### config.mk
export PLATFORM = sky130hd
export DESIGN_NAME = apb_requester_flat
export DESIGN_NICKNAME = d
export VERILOG_FILES = /design/src/rtl/apb_pkg.sv /design/src/rtl/apb_requester_if.sv /design/src/rtl/apb_requester.sv /design/src/flat_wrapper.sv
export SDC_FILE = /design/constraint.sdc
export NUM_CORES = 1
export LEC_CHECK = 0
export CORE_ASPECT_RATIO = 0.5
export CORE_MARGIN = 2
export CORE_UTILIZATION = 37
export DETAILED_ROUTE_END_ITERATION = 12
export GPL_ROUTABILITY_DRIVEN = 1
export PLACE_DENSITY = 0.82
export SYNTH_ARGS = -nofsm -noshare
export SYNTH_HDL_FRONTEND = slang
export SYNTH_SLANG_ARGS = --single-unit
### constraint.sdc
create_clock -name PCLK -period 1.4 [get_ports PCLK]
set_input_delay 0.14 -clock PCLK [delete_from_list [all_inputs] [get_ports PCLK]]
set_output_delay 0.14 -clock PCLK [all_outputs]
set_load 0.02 [all_outputs]
### src/rtl/apb_pkg.sv
// -----------------------------------------------------------------------------
// apb_pkg
// Shared definitions for the APB requester slice: the transfer-sequencer state
// type and the default bus widths / access-phase timeout.
// No ports (package).
// -----------------------------------------------------------------------------
package apb_pkg;

  // Default APB address and data widths
  localparam int unsigned APB_ADDR_WIDTH     = 32'd32;
  localparam int unsigned APB_DATA_WIDTH     = 32'd32;
  // Default maximum number of ACCESS cycles before a transfer is aborted
  localparam int unsigned APB_TIMEOUT_CYCLES = 32'd255;

  // Transfer sequencer states
  typedef enum logic [1:0] {
    ST_IDLE   = 2'd0,
    ST_SETUP  = 2'd1,
    ST_ACCESS = 2'd2,
    ST_RESP   = 2'd3
  } apb_req_state_t;

endpackage

### src/rtl/apb_requester_if.sv
// -----------------------------------------------------------------------------
// apb_requester_if
// Bundles the command handshake, the response handshake, the APB requester bus
// and the busy flag of apb_requester.
//   master modport : the requester's view (drives cmd_ready, rsp_*, P* outputs,
//                    busy; samples cmd_*, rsp_ready, PRDATA/PREADY/PSLVERR)
//   slave modport  : the environment's view (command source, response sink and
//                    APB completer)
// Parameters: ADDR_WIDTH, DATA_WIDTH (must match the requester instance).
// -----------------------------------------------------------------------------
interface apb_requester_if import apb_pkg::*; #(
  parameter int unsigned ADDR_WIDTH = APB_ADDR_WIDTH,
  parameter int unsigned DATA_WIDTH = APB_DATA_WIDTH
) ();

  // Command handshake and payload
  logic                  cmd_valid;
  logic                  cmd_ready;
  logic                  cmd_write;
  logic [ADDR_WIDTH-1:0] cmd_addr;
  logic [DATA_WIDTH-1:0] cmd_wdata;

  // Response handshake and payload
  logic                  rsp_valid;
  logic                  rsp_ready;
  logic [DATA_WIDTH-1:0] rsp_rdata;
  logic                  rsp_err;
  logic                  rsp_timeout;

  // APB requester bus
  logic [ADDR_WIDTH-1:0] PADDR;
  logic                  PSEL;
  logic                  PENABLE;
  logic                  PWRITE;
  logic [DATA_WIDTH-1:0] PWDATA;
  logic [DATA_WIDTH-1:0] PRDATA;
  logic                  PREADY;
  logic                  PSLVERR;

  // Requester activity
  logic                  busy;

  modport master (
    input  cmd_valid, cmd_write, cmd_addr, cmd_wdata, rsp_ready,
    input  PRDATA, PREADY, PSLVERR,
    output cmd_ready, rsp_valid, rsp_rdata, rsp_err, rsp_timeout,
    output PADDR, PSEL, PENABLE, PWRITE, PWDATA, busy
  );

  modport slave (
    output cmd_valid, cmd_write, cmd_addr, cmd_wdata, rsp_ready,
    output PRDATA, PREADY, PSLVERR,
    input  cmd_ready, rsp_valid, rsp_rdata, rsp_err, rsp_timeout,
    input  PADDR, PSEL, PENABLE, PWRITE, PWDATA, busy
  );

endinterface

### src/rtl/apb_requester.sv
// -----------------------------------------------------------------------------
// apb_requester
// Turns one command at a time into an APB transfer (SETUP, ACCESS) and returns
// the result through a valid/ready response. No command queuing.
// Ports:
//   PCLK     : clock, rising edge
//   PRESETn  : asynchronous active-low reset
//   bus      : apb_requester_if.master (cmd_*, rsp_*, APB P* signals, busy)
// Parameters: ADDR_WIDTH, DATA_WIDTH, TIMEOUT_CYCLES (1..65535).
// Build option: define APB_REQUESTER_TIMEOUT_EN to abort an ACCESS phase after
// TIMEOUT_CYCLES cycles without PREADY. Undefined: ACCESS waits indefinitely,
// rsp_timeout is tied low and no counter exists.
// -----------------------------------------------------------------------------
module apb_requester import apb_pkg::*; #(
  parameter int unsigned ADDR_WIDTH     = APB_ADDR_WIDTH,
  parameter int unsigned DATA_WIDTH     = APB_DATA_WIDTH,
  parameter int unsigned TIMEOUT_CYCLES = APB_TIMEOUT_CYCLES
) (
  input  logic              PCLK,
  input  logic              PRESETn,
  apb_requester_if.master   bus
);

  // The timeout counter is 16 bits wide, so the abort point must fit in it
  if ((TIMEOUT_CYCLES < 32'd1) || (TIMEOUT_CYCLES > 32'd65535)) begin : g_bad_timeout
    $error("apb_requester: TIMEOUT_CYCLES must be within 1..65535");
  end

  apb_req_state_t        state_r, state_nxt_s;
  logic                  tmo_hit_s;

  logic [ADDR_WIDTH-1:0] paddr_r, paddr_nxt_s;
  logic [DATA_WIDTH-1:0] pwdata_r, pwdata_nxt_s;
  logic                  pwrite_r, pwrite_nxt_s;
  logic                  psel_r, psel_nxt_s;
  logic                  penable_r, penable_nxt_s;
  logic                  rsp_valid_r, rsp_valid_nxt_s;
  logic [DATA_WIDTH-1:0] rsp_rdata_r, rsp_rdata_nxt_s;
  logic                  rsp_err_r, rsp_err_nxt_s;
  logic                  cmd_ready_r, cmd_ready_nxt_s;
  logic                  busy_r, busy_nxt_s;

`ifdef APB_REQUESTER_TIMEOUT_EN
  // Count value reached on the last permitted ACCESS cycle
  localparam logic [15:0] TMO_LAST = 16'(TIMEOUT_CYCLES - 32'd1);

  logic [15:0] tmo_cnt_r;
  logic        rsp_timeout_r, rsp_timeout_nxt_s;

  // Counts consecutive ACCESS cycles; cleared whenever ACCESS is left or not yet entered
  always_ff @(posedge PCLK or negedge PRESETn) begin
    if (!PRESETn) begin
      tmo_cnt_r <= 16'd0;
    end else if ((state_r == ST_ACCESS) && (state_nxt_s == ST_ACCESS)) begin
      tmo_cnt_r <= tmo_cnt_r + 16'd1;
    end else begin
      tmo_cnt_r <= 16'd0;
    end
  end

  assign tmo_hit_s = (tmo_cnt_r == TMO_LAST);
`else
  assign tmo_hit_s = 1'b0;
`endif

  // State register
  always_ff @(posedge PCLK or negedge PRESETn) begin
    if (!PRESETn) begin
      state_r <= ST_IDLE;
    end else begin
      state_r <= state_nxt_s;
    end
  end

  // Next-state decode; PREADY outranks a timeout reached in the same cycle
  always_comb begin
    state_nxt_s = state_r;
    case (state_r)
      ST_IDLE: begin
        if (bus.cmd_valid) state_nxt_s = ST_SETUP;
        else               state_nxt_s = ST_IDLE;
      end
      ST_SETUP: begin
        state_nxt_s = ST_ACCESS;
      end
      ST_ACCESS: begin
        if (bus.PREADY)     state_nxt_s = ST_RESP;
        else if (tmo_hit_s) state_nxt_s = ST_RESP;
        else                state_nxt_s = ST_ACCESS;
      end
      ST_RESP: begin
        if (bus.rsp_ready) state_nxt_s = ST_IDLE;
        else               state_nxt_s = ST_RESP;
      end
      default: begin
        state_nxt_s = ST_IDLE;
      end
    endcase
  end

  // Output decode: flags follow the next state so the registered copies line
  // up with the state they describe; payloads load on accept / completion only
  always_comb begin
    psel_nxt_s      = (state_nxt_s == ST_SETUP) || (state_nxt_s == ST_ACCESS);
    penable_nxt_s   = (state_nxt_s == ST_ACCESS);
    rsp_valid_nxt_s = (state_nxt_s == ST_RESP);
    cmd_ready_nxt_s = (state_nxt_s == ST_IDLE);
    busy_nxt_s      = (state_nxt_s != ST_IDLE);

    paddr_nxt_s     = paddr_r;
    pwrite_nxt_s    = pwrite_r;
    pwdata_nxt_s    = pwdata_r;
    rsp_rdata_nxt_s = rsp_rdata_r;
    rsp_err_nxt_s   = rsp_err_r;
`ifdef APB_REQUESTER_TIMEOUT_EN
    rsp_timeout_nxt_s = rsp_timeout_r;
`endif

    if ((state_r == ST_IDLE) && bus.cmd_valid) begin
      paddr_nxt_s  = bus.cmd_addr;
      pwrite_nxt_s = bus.cmd_write;
      pwdata_nxt_s = bus.cmd_wdata;
    end else begin
      paddr_nxt_s  = paddr_r;
      pwrite_nxt_s = pwrite_r;
      pwdata_nxt_s = pwdata_r;
    end

    if ((state_r == ST_ACCESS) && bus.PREADY) begin
      rsp_rdata_nxt_s = pwrite_r ? {DATA_WIDTH{1'b0}} : bus.PRDATA;
      rsp_err_nxt_s   = bus.PSLVERR;
`ifdef APB_REQUESTER_TIMEOUT_EN
      rsp_timeout_nxt_s = 1'b0;
`endif
    end else if ((state_r == ST_ACCESS) && tmo_hit_s) begin
      rsp_rdata_nxt_s = {DATA_WIDTH{1'b0}};
      rsp_err_nxt_s   = 1'b1;
`ifdef APB_REQUESTER_TIMEOUT_EN
      rsp_timeout_nxt_s = 1'b1;
`endif
    end else begin
      rsp_rdata_nxt_s = rsp_rdata_r;
      rsp_err_nxt_s   = rsp_err_r;
    end
  end

  // Output registers; reset drops PSEL/PENABLE at once and abandons any transfer
  always_ff @(posedge PCLK or negedge PRESETn) begin
    if (!PRESETn) begin
      psel_r      <= 1'b0;
      penable_r   <= 1'b0;
      pwrite_r    <= 1'b0;
      paddr_r     <= {ADDR_WIDTH{1'b0}};
      pwdata_r    <= {DATA_WIDTH{1'b0}};
      rsp_valid_r <= 1'b0;
      rsp_rdata_r <= {DATA_WIDTH{1'b0}};
      rsp_err_r   <= 1'b0;
      cmd_ready_r <= 1'b1;
      busy_r      <= 1'b0;
`ifdef APB_REQUESTER_TIMEOUT_EN
      rsp_timeout_r <= 1'b0;
`endif
    end else begin
      psel_r      <= psel_nxt_s;
      penable_r   <= penable_nxt_s;
      pwrite_r    <= pwrite_nxt_s;
      paddr_r     <= paddr_nxt_s;
      pwdata_r    <= pwdata_nxt_s;
      rsp_valid_r <= rsp_valid_nxt_s;
      rsp_rdata_r <= rsp_rdata_nxt_s;
      rsp_err_r   <= rsp_err_nxt_s;
      cmd_ready_r <= cmd_ready_nxt_s;
      busy_r      <= busy_nxt_s;
`ifdef APB_REQUESTER_TIMEOUT_EN
      rsp_timeout_r <= rsp_timeout_nxt_s;
`endif
    end
  end

  assign bus.PSEL      = psel_r;
  assign bus.PENABLE   = penable_r;
  assign bus.PWRITE    = pwrite_r;
  assign bus.PADDR     = paddr_r;
  assign bus.PWDATA    = pwdata_r;
  assign bus.rsp_valid = rsp_valid_r;
  assign bus.rsp_rdata = rsp_rdata_r;
  assign bus.rsp_err   = rsp_err_r;
  assign bus.cmd_ready = cmd_ready_r;
  assign bus.busy      = busy_r;
`ifdef APB_REQUESTER_TIMEOUT_EN
  assign bus.rsp_timeout = rsp_timeout_r;
`else
  assign bus.rsp_timeout = 1'b0;
`endif

endmodule

### src/flat_wrapper.sv
// flat-port wrapper written by rule: the top's interface ports become plain ports
module apb_requester_flat import apb_pkg::*;
#(
  parameter int unsigned ADDR_WIDTH     = APB_ADDR_WIDTH,
  parameter int unsigned DATA_WIDTH     = APB_DATA_WIDTH,
  parameter int unsigned TIMEOUT_CYCLES = APB_TIMEOUT_CYCLES
)
  (PCLK, PRESETn, bus_cmd_valid, bus_cmd_write, bus_cmd_addr, bus_cmd_wdata, bus_rsp_ready, bus_PRDATA, bus_PREADY, bus_PSLVERR, bus_cmd_ready, bus_rsp_valid, bus_rsp_rdata, bus_rsp_err, bus_rsp_timeout, bus_PADDR, bus_PSEL, bus_PENABLE, bus_PWRITE, bus_PWDATA, bus_busy);
  apb_requester_if #(.ADDR_WIDTH(ADDR_WIDTH), .DATA_WIDTH(DATA_WIDTH)) bus_i ();
  input  logic PCLK;
  input  logic PRESETn;
  input wire logic [$bits(bus_i.cmd_valid)-1:0] bus_cmd_valid;
  input wire logic [$bits(bus_i.cmd_write)-1:0] bus_cmd_write;
  input wire logic [$bits(bus_i.cmd_addr)-1:0] bus_cmd_addr;
  input wire logic [$bits(bus_i.cmd_wdata)-1:0] bus_cmd_wdata;
  input wire logic [$bits(bus_i.rsp_ready)-1:0] bus_rsp_ready;
  input wire logic [$bits(bus_i.PRDATA)-1:0] bus_PRDATA;
  input wire logic [$bits(bus_i.PREADY)-1:0] bus_PREADY;
  input wire logic [$bits(bus_i.PSLVERR)-1:0] bus_PSLVERR;
  output wire logic [$bits(bus_i.cmd_ready)-1:0] bus_cmd_ready;
  output wire logic [$bits(bus_i.rsp_valid)-1:0] bus_rsp_valid;
  output wire logic [$bits(bus_i.rsp_rdata)-1:0] bus_rsp_rdata;
  output wire logic [$bits(bus_i.rsp_err)-1:0] bus_rsp_err;
  output wire logic [$bits(bus_i.rsp_timeout)-1:0] bus_rsp_timeout;
  output wire logic [$bits(bus_i.PADDR)-1:0] bus_PADDR;
  output wire logic [$bits(bus_i.PSEL)-1:0] bus_PSEL;
  output wire logic [$bits(bus_i.PENABLE)-1:0] bus_PENABLE;
  output wire logic [$bits(bus_i.PWRITE)-1:0] bus_PWRITE;
  output wire logic [$bits(bus_i.PWDATA)-1:0] bus_PWDATA;
  output wire logic [$bits(bus_i.busy)-1:0] bus_busy;
  assign bus_i.cmd_valid = bus_cmd_valid;
  assign bus_i.cmd_write = bus_cmd_write;
  assign bus_i.cmd_addr = bus_cmd_addr;
  assign bus_i.cmd_wdata = bus_cmd_wdata;
  assign bus_i.rsp_ready = bus_rsp_ready;
  assign bus_i.PRDATA = bus_PRDATA;
  assign bus_i.PREADY = bus_PREADY;
  assign bus_i.PSLVERR = bus_PSLVERR;
  assign bus_cmd_ready = bus_i.cmd_ready;
  assign bus_rsp_valid = bus_i.rsp_valid;
  assign bus_rsp_rdata = bus_i.rsp_rdata;
  assign bus_rsp_err = bus_i.rsp_err;
  assign bus_rsp_timeout = bus_i.rsp_timeout;
  assign bus_PADDR = bus_i.PADDR;
  assign bus_PSEL = bus_i.PSEL;
  assign bus_PENABLE = bus_i.PENABLE;
  assign bus_PWRITE = bus_i.PWRITE;
  assign bus_PWDATA = bus_i.PWDATA;
  assign bus_busy = bus_i.busy;
  apb_requester #(.ADDR_WIDTH(ADDR_WIDTH), .DATA_WIDTH(DATA_WIDTH), .TIMEOUT_CYCLES(TIMEOUT_CYCLES)) u_core (.PCLK(PCLK), .PRESETn(PRESETn), .bus(bus_i));
endmodule
==> metrics.md <==
| Metric | Value |
|---|---|
| RSZ-0062 raised after global routing | `true` |
| Synthesis-to-layout area growth | `60.9%` |
| Xor and xnor area share after synthesis | `0` |
| Yosys reg bits | `about 110` |
| Synth Warn # | `0` |
| Die width | `roughly 160 um` |
| Die Height | `slightly above 80 um` |
| Worst Path Max Fanout | `27` |
| Crit path time final | `between 1000 and 1500 ps` |
| Final setup violation count | `63` |
| CTS Sinks | `roughly 110` |
| Hpwl dp | `approximately 8500 um` |
| Total power | `~16 mW` |
| Die area | `roughly 0.013 sq mm` |
| Status | `complete, but fails checks` |
| Row count | `27` |
| N_diodes | `0` |
| Clock Latency Late Sink | `340 ps` |
| Req. time, crit path | `1620 ps` |
| H-tree depth | `3` |
| Mapped Cells | `approximately 270` |
| Synth top area cells | `dfrtp_1, mux2_2, mux2_4` |
| Antenna violations before repair | `0` |
| Failing checks | `setup timing` |
| Leak | `around 3.2 nW` |
| CP Launch Type | `register` |
| Nets | `roughly 590` |
| Fillers | `897` |
| Root Driver | `clkbuf_16` |
| Clock power frac | `0.186` |
| Pwr dens | `~2300 mW/mm^2` |
| Commonest cells after routing, fill and taps aside | `dlygate4sd2_1, dfrtp_1, clkdlybuf4s50_1, mux2_2, mux2_4` |
| IO buf count | `a little over 200` |
| Global-route wire length before repair | `approximately 18000 um` |
| Finished Core Util | `0.623` |
| WL final | `between 10000 and 15000 um` |
| Gate power share | `0.479` |
| Compound-Gate Fraction of Synth Area | `0.00636` |
| FF-to-FF path depth | `4` |
| Synth Area in Adders | `0.0116` |
| Final hold violations | `0` |
| GPL Wtd Cong | `about 0.75` |
| Residual DRC | `0` |
| CTS tree | `done` |
| CORE AREA | `0.0112 sq mm` |
| Vias per std cell | `between 4 and 5` |
| Placed cell areas | `0.00663 sq mm` |
| Routed Antenna Nets | `0` |
| Setup crit end kind | `register` |
| Net Sw Frac | `0.362` |
| Clk pin slew, worst setup/hold paths | `80 ps` |
| Io pins | `slightly above 200` |
| Syn avg cell area | `16.3 sq um` |
| Unique masters post-synth | `22` |
| Internal power | `roughly 10 mW` |
| First-pass DRT Iterations | `4` |
| Fmax | `roughly 670 MHz` |
| Layout cells sized above 1 | `0.282` |
| Final Skew | `roughly 11 ps` |
| Largest net degree at the start of global routing | `32` |
| Final worst path period share | `1.07` |
| Kind of critical path | `reg2reg` |
| Starting DRT DRC Count | `88` |
| Post-synth top area share | `0.601` |
| Post-synthesis cell area | `0.00433 sq mm` |
| Main synth FF type | `dfrtp_1` |
| Worst hold slack | `around 330 ps` |
| GRT Residual Overflow | `0` |
| Max-capacitance violation count | `0` |
| Multi-input logic area | `between 0.0015 and 0.002 sq mm` |
| Largest family of logic cells by synthesized area | `multiplexers` |
| Seq pwr share | `0.335` |
| Post-synth ARST share | `1.00` |
| Worst r2r src | `u_core.state_r[0]` |
| Fin worst setup slack | `-96.8 ps` |
| CTS Buf Count | `9` |
| Register Area | `around 0.0026 sq mm` |
| Max Root-Sink Buffers | `2` |
| Total GRT Usage | `0.184` |
| Vias | `2920` |
| Setup TNS | `-4390 ps` |
| Number of synthesized flops with an enable pin | `0` |
| IR drop worst, VDD | `906 uV` |
| CP Data Arrival Time | `around 1700 ps` |
| R2r endpoint | `u_core.bus.PADDR[18]` |
| Vias in the first global route | `3220` |
| Initial Util | `0.387` |
| Post-synthesis simple-gate area fraction | `0.0532` |
| R2r setup slk | `-100 ps` |
| Slew Limit Fails | `0` |
| Multiplexer share of the synthesized area | `0.283` |
| Yosys top cell by area | `dfrtp_1` |
| Synth Net Count | `roughly 370` |
| Seq/Total Area, Yosys | `0.607` |
| Design area | `about 0.0070 sq mm` |
| Min-delay worst type | `in2async` |
| Mean routed wirelength per cell | `17.9 um` |
| P_sw | `5.70 mW` |
[cells in the mapped netlist (2+ instances only)]
| library cell | n |
|---|---|
| buf_4 | 2 |
| buf_6 | 6 |
| clkbuf_1 | 3 |
| mux2_2 | 68 |
| dfrtp_1 | 104 |
| nor2b_1 | 32 |
| buf_12 | 3 |
| ha_1 | 4 |
| mux2_4 | 30 |
[final cells by class]
| type | count | share of cell area |
|---|---|---|
| clock buffer | 9 | 0.0323 |
| clock inverter | 7 | 0.0180 |
| inverter | 1 | 0.000539 |
| multi-input combinational | 144 | 0.232 |
| sequential | 105 | 0.378 |
| tap | 159 | 0.0286 |
| timing repair buffer | 224 | 0.311 |
[worst max path at each step]
stage,startpoint,end,cells past startpoint
final,u_core.state_r[0],u_core.bus.PADDR[18],4
after global routing,u_core.state_r[0],u_core.bus.PADDR[18],4
after CTS,u_core.state_r[0],u_core.bus.PWDATA[2],4
after detailed placement,bus_cmd_valid,u_core.bus.PWDATA[2],4
after global placement,bus_cmd_valid,u_core.bus.PADDR[10],4
after floorplan,u_core.state_r[1],u_core.bus.PADDR[12],4
[cells by family (layout without fill, tap and decap cells)]
kind of cell | after synthesis | in the layout
DFF | 105 | 105
muxes | 99 | 99
and+or+nand+nor | 36 | 36
buffers and inverters | 16 | 241
adders and majority gates | 4 | 4
AOI/OAI and AO/OA | 4 | 4
other | 1 | 1
[routing by layer]
metal | wire length [um] | GRT usage | vias to the layer above | share of wire
met5 | 0 | 0 | - | 0
met4 | 269 | 0.0661 | 0 | 0.023
met3 | 350 | 0.0372 | 21 | 0.030
met2 | 6640 | 0.361 | 62 | 0.57
met1 | 4380 | 0.199 | 1490 | 0.38
li1 | - | - | 1347 | -
[flip-flops by register name (all words and copies together), names as in the netlist]
| name | count |
|---|---|
| u_core.bus.PWDATA | 32 |
| u_core.bus.rsp_err | 1 |
| u_core.bus.PENABLE | 1 |
| u_core.bus.PSEL | 1 |
| u_core.bus.cmd_ready | 1 |
| u_core.bus.busy | 1 |
| u_core.state_r | 2 |
| u_core.bus.rsp_rdata | 32 |
| u_core.bus.rsp_valid | 1 |
| u_core.bus.PADDR | 32 |
| u_core.bus.PWRITE | 1 |
[timing repair]
item | 4_1_cts | 5_1_grt
gates cloned | 1 | 0
setup endpoints to repair | 172 | 88
endpoints found under the hold margin | 26 | 0
gates resized for setup | 116 | 10
pin swaps | 2 | 2
hold buffers | 1 | 0
buffers inserted | 1 | 1
[power by group through the flow]
stage                     Combinational, mW  Sequential (mW)  Clock, mW
after detailed placement               8.37             5.35          0
after global placement                 8.21             5.27          0
final                                  7.54             5.27       2.93
after floorplan                        2.64             7.09          0
after CTS                              7.50             5.27       2.98
after global routing                   7.95             5.47       3.11
[through the flow]
stage | setup slack, ps | std cells
6_report | -96.8 | 649
5_1_grt | -138 | 649
4_1_cts | -69.1 | 648
3_5_place_dp | -294 | 629
3_3_place_gp | -277 | 629
2_1_floorplan | -0.308 | 265
[worst max-delay path, cell delays in order (launching register included)]
cell and delay (ps):
dfrtp_1 430, nor3b_4 220, buf_6 160, buf_12 190, mux2_2 360
Power figures use the tool's default switching activity.
